==> config.mk <==
export PLATFORM = sky130hd
export DESIGN_NAME = drm_metering_arbiter
export DESIGN_NICKNAME = d
export VERILOG_FILES = /design/src/rtl/drm_metering_pkg.sv /design/src/rtl/drm_rr_select.sv /design/src/rtl/drm_metering_arbiter.sv
export SDC_FILE = /design/constraint.sdc
export NUM_CORES = 1
export LEC_CHECK = 0
export ABC_AREA = 1
export CORE_ASPECT_RATIO = 0.75
export CORE_MARGIN = 2
export CORE_UTILIZATION = 40
export DETAILED_ROUTE_END_ITERATION = 12
export DONT_BUFFER_PORTS = 1
export GPL_TIMING_DRIVEN = 0
export PLACE_DENSITY = 0.6
export SYNTH_ARGS = -nofsm -noshare
export SYNTH_HDL_FRONTEND = slang
export SYNTH_HIERARCHICAL = 1
export SYNTH_SLANG_ARGS = --single-unit
==> constraint.sdc <==
create_clock -name ip_core_aclk -period 3.85 [get_ports ip_core_aclk]
set_clock_uncertainty 0.2 [all_clocks]
set_input_delay 0.1925 -clock ip_core_aclk [delete_from_list [all_inputs] [get_ports ip_core_aclk]]
set_output_delay 0.1925 -clock ip_core_aclk [all_outputs]
set_load 0.02 [all_outputs]
==> src/rtl/drm_metering_pkg.sv <==
// Shared types and limits for the DRM metering arbiter.
// Optional feature macro: DRM_METERING_OVERFLOW_STATUS_EN (see drm_metering_arbiter).
package drm_metering_pkg;

    typedef enum logic {
        IDLE = 1'b0,
        SEND = 1'b1
    } arb_state_e;

    localparam int NUM_REQ_MAX = 16;
    localparam int CNT_W_MAX   = 16;

endpackage

==> src/rtl/drm_rr_select.sv <==
// Combinational round-robin pick: first set request strictly after last,
// wrapping to index 0; last itself has lowest priority.
module drm_rr_select #(
    parameter int NUM_REQ = 4
) (
    input  logic [NUM_REQ-1:0]         req,
    input  logic [$clog2(NUM_REQ)-1:0] last,
    output logic [$clog2(NUM_REQ)-1:0] grant,
    output logic                       grant_valid
);

    localparam int IDX_W = $clog2(NUM_REQ);

    logic [IDX_W:0]   sum;
    logic [IDX_W-1:0] idx;

    always_comb begin
        grant       = '0;
        grant_valid = 1'b0;
        sum         = '0;
        idx         = '0;
        // Walk from farthest to nearest so the nearest candidate wins.
        for (int k = NUM_REQ; k >= 1; k--) begin
            sum = {1'b0, last} + (IDX_W+1)'(k);
            if (sum >= (IDX_W+1)'(NUM_REQ)) begin
                sum = sum - (IDX_W+1)'(NUM_REQ);
            end
            idx = sum[IDX_W-1:0];
            if (req[idx]) begin
                grant       = idx;
                grant_valid = 1'b1;
            end
        end
    end

endmodule

==> src/rtl/drm_metering_arbiter.sv <==
// Per-requester pending-event counters arbitrated onto one activator metering port.
// Define DRM_METERING_OVERFLOW_STATUS_EN to add sticky saturation flags (overflow/overflow_clr).
module drm_metering_arbiter
    import drm_metering_pkg::*;
#(
    parameter int NUM_REQ = 4,
    parameter int CNT_W   = 8
) (
    input  logic                       ip_core_aclk,
    input  logic                       ip_core_reset,
    input  logic                       activation_code_enable,
    input  logic [NUM_REQ-1:0]         req_event,
    output logic                       evt_valid,
    output logic [$clog2(NUM_REQ)-1:0] evt_src,
    input  logic                       evt_ready,
    output logic                       pending_any
`ifdef DRM_METERING_OVERFLOW_STATUS_EN
    ,
    output logic [NUM_REQ-1:0]         overflow,
    input  logic [NUM_REQ-1:0]         overflow_clr
`endif
);

    localparam int IDX_W = $clog2(NUM_REQ);
    localparam logic [CNT_W-1:0] CNT_MAX = '1;

    arb_state_e         state_q, state_d;
    logic [CNT_W-1:0]   cnt_q [NUM_REQ];
    logic [CNT_W-1:0]   cnt_d [NUM_REQ];
    logic [NUM_REQ-1:0] nz_q, nz_d, inc, dec;
    logic [IDX_W-1:0]   last_q, last_d, src_d, gnt;
    logic               gnt_valid, valid_d, hs;

    assign hs = evt_valid & evt_ready;

    drm_rr_select #(
        .NUM_REQ(NUM_REQ)
    ) u_sel (
        .req        (nz_q),
        .last       (last_q),
        .grant      (gnt),
        .grant_valid(gnt_valid)
    );

    // A saturated counter still takes a pulse when it is also being drained.
    always_comb begin
        inc  = '0;
        dec  = '0;
        nz_q = '0;
        nz_d = '0;
        for (int i = 0; i < NUM_REQ; i++) begin
            cnt_d[i] = cnt_q[i];
            nz_q[i]  = |cnt_q[i];
            dec[i]   = hs && (evt_src == IDX_W'(i));
            inc[i]   = req_event[i] && activation_code_enable
                       && ((cnt_q[i] != CNT_MAX) || dec[i]);
            if (inc[i] && !dec[i]) begin
                cnt_d[i] = cnt_q[i] + 1'b1;
            end else if (dec[i] && !inc[i]) begin
                cnt_d[i] = cnt_q[i] - 1'b1;
            end
            nz_d[i] = |cnt_d[i];
        end
    end

    always_comb begin
        state_d = state_q;
        valid_d = evt_valid;
        src_d   = evt_src;
        last_d  = last_q;
        unique case (state_q)
            IDLE: begin
                if (activation_code_enable && gnt_valid) begin
                    state_d = SEND;
                    valid_d = 1'b1;
                    src_d   = gnt;
                end
            end
            SEND: begin
                // Offer stays up even if the activator locks meanwhile.
                if (evt_ready) begin
                    state_d = IDLE;
                    valid_d = 1'b0;
                    last_d  = evt_src;
                end
            end
            default: state_d = IDLE;
        endcase
    end

    always_ff @(posedge ip_core_aclk) begin
        if (ip_core_reset) begin
            state_q     <= IDLE;
            evt_valid   <= 1'b0;
            evt_src     <= '0;
            last_q      <= IDX_W'(NUM_REQ - 1);
            pending_any <= 1'b0;
            for (int i = 0; i < NUM_REQ; i++) begin
                cnt_q[i] <= '0;
            end
        end else begin
            state_q     <= state_d;
            evt_valid   <= valid_d;
            evt_src     <= src_d;
            last_q      <= last_d;
            pending_any <= |nz_d;
            for (int i = 0; i < NUM_REQ; i++) begin
                cnt_q[i] <= cnt_d[i];
            end
        end
    end

`ifdef DRM_METERING_OVERFLOW_STATUS_EN
    logic [NUM_REQ-1:0] drop;

    always_comb begin
        drop = '0;
        for (int i = 0; i < NUM_REQ; i++) begin
            drop[i] = req_event[i] && activation_code_enable && !inc[i];
        end
    end

    // Set has priority over a same-cycle clear.
    always_ff @(posedge ip_core_aclk) begin
        if (ip_core_reset) begin
            overflow <= '0;
        end else begin
            overflow <= (overflow & ~overflow_clr) | drop;
        end
    end
`endif

endmodule
== Word level (Yosys, flattened, before mapping) ==
Memory sizes are Yosys's and may differ from the RTL's.
Cells that the tools add are included.
Operators by class
  add/sub/neg operators: 16
  multipliers: 0
  div/mod/pow operators: 0
  $lt $le $gt $ge: 8
  eq/ne operators: 9
  shift-type cells: 0
  mux-type cells: 41
  bitwise logic cells: 6
  reductions and logical operators: 42
Operators with widths (count)
  2-to-1 mux 8 bit: 12
  adder 8 x 1 -> 8 bit, second input constant: 4
  != test 8 bit, second input constant: 4
  OR reduction 32 bit: 1
  OR reduction 8 bit: 4
  subtractor 8 x 1 -> 8 bit, second input constant: 4
  logical AND 1 bit: 21
  2-to-1 mux 2 bit: 8
  2-to-1 mux 1 bit: 15
  greater-or-equal comparator 3 bit, second input constant: 4
  less-than comparator 2 x 3 -> 1 bit, second input constant: 4
  binary-select mux 1 bit (select 2 bit): 4
  zero test 1 bit: 8
  subtractor 2 x 1 -> 2 bit, second input constant: 4
  adder 2 x 2 -> 3 bit, second input constant: 2
  AND reduction 2 bit: 3
  equality test 2 bit, second input constant: 2
  logical OR 1 bit: 4
  != test 2 bit, second input constant: 2
  bitwise OR 1 bit: 4
  case mux 1 bit (2 select lines): 2
  adder 2 x 1 -> 3 bit, second input constant: 1
  adder 2 x 3 -> 3 bit, second input constant: 1
  equality test 2 x 1 -> 1 bit, second input constant: 1
  3 further kinds: 3
Storage, ports and cells
  register bits after elaboration: 7
  bits in latches: 0
  memory bits (writable): 32
  ROM bits: 0
  input port bits: 8
  output and inout port bits: 4
  word-level logic and storage cells: 128
  memories kept: 1
Memory list
  cnt_q: words 4, width 8, read ports 4, clocked after Yosys merged registers in 0, write ports 4, RTL line drm_metering_arbiter.sv:28  | logic [CNT_W-1:0] cnt_q [NUM_REQ];

== Depth between registers and ports, before layout ==
  word-level depth: 12
  gate-level depth with buffers: 16
  depth with buffers taken out: 15

== Hierarchy ==
The synthesis kept the hierarchy.
By module, submodules not included
  drm_metering_arbiter: instances 1, cells an instance 565, area each 3253.1 sq um, seq. area each 780.7 sq um
  drm_rr_select: instances 1, cells an instance 49, area each 226.5 sq um, seq. area each 0.0 sq um

== Worst setup path after synthesis ==
Ideal clock, no wire load.
  kind: register -> register
  from: register evt_valid
  to: register pending_any
  library setup time: 0.128 ns
  arrival time: 1.645 ns
  required time: 3.522 ns
  setup slack: 1.877 ns
  stages on the path, launching flop included: 15
  path buffers: 1
  period minus slack after synthesis: 1.973 ns
  cells stage by stage: dfxtp_1 nand2_2 nor2_2 nand2_1 buf_2 nor2_2 nand2_1 nand2_1 o21ai_1 nand2_1 nand2_1 nor2_1 nand3_1 nor2_1 nor2_1
On the way
  cells in the longest elaborated chain, start to end: 9
  elaborated cells between the ends (all ways): 38
  those cells by class: 8 x mux; 1 x bitwise; 29 x reduce/logical
RTL lines
  start: declaration: RTL line drm_metering_arbiter.sv:13  | output logic evt_valid,
  start signal: assignment: RTL line drm_metering_arbiter.sv:103  | evt_valid <= valid_d;
  bitwise AND 1 bit *: RTL line drm_metering_arbiter.sv:34  | assign hs = evt_valid & evt_ready;
  logical AND 1 bit: RTL line drm_metering_arbiter.sv:54  | dec[i] = hs && (evt_src == IDX_W'(i));
  logical OR 1 bit: RTL line drm_metering_arbiter.sv:56  | && ((cnt_q[i] != CNT_MAX) || dec[i]);
  logical AND 1 bit: RTL line drm_metering_arbiter.sv:56
  zero test 1 bit: RTL line drm_metering_arbiter.sv:59  | end else if (dec[i] && !inc[i]) begin
  logical AND 1 bit: RTL line drm_metering_arbiter.sv:59
  2-to-1 mux 8 bit: RTL line drm_metering_arbiter.sv:59
  2-to-1 mux 8 bit: RTL line drm_metering_arbiter.sv:57  | if (inc[i] && !dec[i]) begin
  OR reduction 32 bit *: RTL line drm_metering_arbiter.sv:106  | pending_any <= |nz_d;
  end signal: assignment: RTL line drm_metering_arbiter.sv:106
  end: declaration: RTL line drm_metering_arbiter.sv:16  | output logic pending_any
Every way passes the cells marked *; elsewhere a longest branch is shown, timed or not.
A chain may end at the register's enable or synchronous reset.

==> summary.md <==
| Metric | Value |
|---|---|
| Initial antenna violation count | 0 |
| RePlAce Congestion | 0.8964 |
| IO Port Bufs | 0 |
| Sink Count | 39 |
| Reg clk slew, reported paths | 0.06 ns |
| Seq/Total Area, Yosys | 22.44% |
| Max Slew Vio Count | 0 |
| Top cell type's share of synthesized area | 26.86% |
| Worst Path Required | 3.83 ns |
| N_diodes | 0 |
| CTS tree | built |
| Post-CTS sizing | 0 |
| Layout cell share with drive strength beyond 1 | 8.173% |
| Mean Syn Cell Area | 5.667 um^2 |
| Die X | 111.7 um |
| CP Cell Sequence | buf_2 -> nor2_1 -> nand4_1 -> inv_1 -> nand2_1 -> nand2_1 -> and2_4 -> nand2_1 -> a21oi_1 -> nor2_1 -> dlygate4sd3_1 |
| Cell-internal power | 0.0008808 W |
| CP Data Arrival Time | 2.53 ns |
| Setup TNS | 0 ns |
| Fin crit period | 2.548 ns |
| Vias post-DR | 3638 |
| Global-route wire length before repair | 15.13 mm |
| Worst vdd ir | 0.2258 mV |
| Max cap viols | 0 |
| Overall Global Routing Usage | 19.74% |
| Total CTS buffers | 5 |
| Startpoint types | flip-flop |
| Synth Instances | 614 |
| PD cells | 358.8 nW/um^2 |
| Synthesized flop and latch total | 39 |
| Synth Cell Area | 3480 um^2 |
| Average wire per standard cell | 12.24 um |
| Fin area | 3804 um^2 |
| Synth area leaders | nand2_1, dfxtp_1, nor2_1 |
| Yosys top cell by area | nand2_1 |
| Residual DRC | 0 |
| Combinational Power Share | 30.3% |
| DR vias/cell | 4.970 |
| Top cells by count, synth | nand2_1, nor2_1, inv_1 |
| Final core utilization | 44.99% |
| Ys Warns | 6 |
| Dpl hpwl | 6.847 mm |
| Total power | 0.001365 W |
| Core Region | 8454 um^2 |
| Total Nets Final | 644 |
| Slew margin rel. | 55.72% |
| Async set or reset register ratio after synthesis | 0% |
| Via count of the first global-routing pass | 3227 |
| Worst slew pin tran | 0.6642 ns |
| Initial core utilization | 41.16% |
| Clock Latency Late Sink | 0.29 ns |
| Hold Path Depth | 2 |
| Netlist cell types | 29 |
| FF-to-FF setup slack | 1.30 ns |
| Root buf cell | clkbuf_16 |
| Switching share of power | 35.47% |
| Finish-stage setup viols | 0 |
| P_sw | 0.0004841 W |
| Initial DRC Count | 170 |
| Top FF cell, synth | dfxtp_1 |
| Num rows | 29 |
| EDFF count, synth | 0 |
| CP max FO | 9 |
| Placed Area | 3615 um^2 |
| CP dominant cell by count | nand2_1 |
| LEAKAGE | 1.997 nW |
| Hold Path Class | in -> reg |
| CP endpoint kind | flip-flop |
| Antenna-violating nets left | 0 |
| R2R cell count | 11 |
| Die area | 9468 um^2 |
| Final hold vios | 0 |
| Outcome | finished, final reports clean |
| H-tree Lvls | 2 |
| Clk buf depth | 2 |
| Die Span Y | 84.77 um |
| Pin count of the biggest net entering global routing | 12 |
| Fmax | 392.5 MHz |
| Crit path kind | reg -> reg |
| Flop pwr share | 34.7% |
| Area grow syn2layout | 9.313% |
| Max stage delay on crit path | 0.54 ns |
| GRT overflow | 0 |
| Count leader, synth | nand2_1 |
| Post-route clock period utilization | 66.17% |
| DR pass1 iterations | 5 |
| CP max-delay cell | dlygate4sd3_1 |
| WL final | 8.962 mm |
| Clock group share of total power | 35.0% |
| I/O pin total | 12 |
| Syn nets | 634 |
| RSZ-0062 raised after global routing | no |
| Hold WS | 0.04915 ns |
[metrics by stage]
| stage | setup slack, ns | cells |
|---|---|---|
| CTS | 1.314 | 732 |
| global route | 1.091 | 732 |
| floorplan | 1.877 | 614 |
| global placement | 1.345 | 722 |
| finish | 1.302 | 732 |
| detailed placement | 1.404 | 722 |
[final cells by class]
cell class,instances,area (um^2)
flip-flops and latches,39,780.7
repair buffers,3,30.03
clock inverters,1,30.03
plain buffers,16,90.09
well taps,108,135.1
fillers,923,4651
clock buffers,6,128.9
inverters,64,247.7
multi-input cells,495,2361
[critical path, delay by kind of cell, from the launching register on]
family          cells  cell delay, ns
flops               1            0.30
buf+inv             3            0.83
compound gates      1            0.14
simple gates        7            0.97
[sequential cells by signal (all words and copies together) (netlist names)]
name         count
cnt_q           32
evt_src          2
evt_valid        1
last_q           2
pending_any      1
state_q          1
[worst paths after layout]
kind,startpoint,endpoint
max,cnt_q[3][2],state_q
min,ip_core_reset,cnt_q[0][0]
max reg2reg,cnt_q[3][2],state_q
min reg2reg,last_q[0],last_q[0]
[routing by layer]
layer | wire length, um | GRT usage [%] | part of all wire (%)
met3 | 377 | 4.188 | 4.2
met5 | 0 | 0 | 0
met1 | 4457 | 26.70 | 50
met2 | 3950 | 31.74 | 44
met4 | 176 | 5.948 | 2.0
[placed cells by master, fill, tap and decap left out, types with 3 or more instances in the layout]
master / instances
nand3_1: 46
buf_2: 9
nand4_1: 16
inv_1: 56
dlygate4sd3_1: 3
nor2_2: 8
nand3b_1: 6
a21oi_1: 32
o21ai_0: 6
o211ai_1: 3
clkbuf_1: 5
a21oi_2: 3
xor2_1: 21
nand2_2: 8
inv_2: 7
o21ai_1: 5
dfxtp_1: 39
ha_1: 12
nor2_1: 70
clkbuf_16: 5
nand2_1: 249
[cell families (layout without fill, tap and decap cells)]
group                      after synthesis  in the layout  synth area share [%]
and+or+nand+nor                        410            410                 49.91
xor gates and xnor gates                23             23                 5.789
buffers and inverters                   80             90                 9.709
adders and majority gates               12             12                 4.315
AOI/OAI and AO/OA                       50             50                 7.839
DFF                                     39             39                 22.44
[power groups by stage]
| stage | sequential (W) | combinational [W] | clock, W |
|---|---|---|---|
| 3_5_place_dp | 0.000483 | 0.000405 | 0 |
| 5_1_grt | 0.000479 | 0.000478 | 0.000501 |
| 3_3_place_gp | 0.000483 | 0.000400 | 0 |
| 2_1_floorplan | 0.000473 | 0.000326 | 0 |
| 6_report | 0.000474 | 0.000414 | 0.000477 |
| 4_1_cts | 0.000474 | 0.000411 | 0.000484 |
[repair_timing]
item	4_1_cts	5_1_grt
buffers inserted	0	0
hold endpoints to repair	5	0
hold buffers	3	0
(Power assumes the default switching activity.)
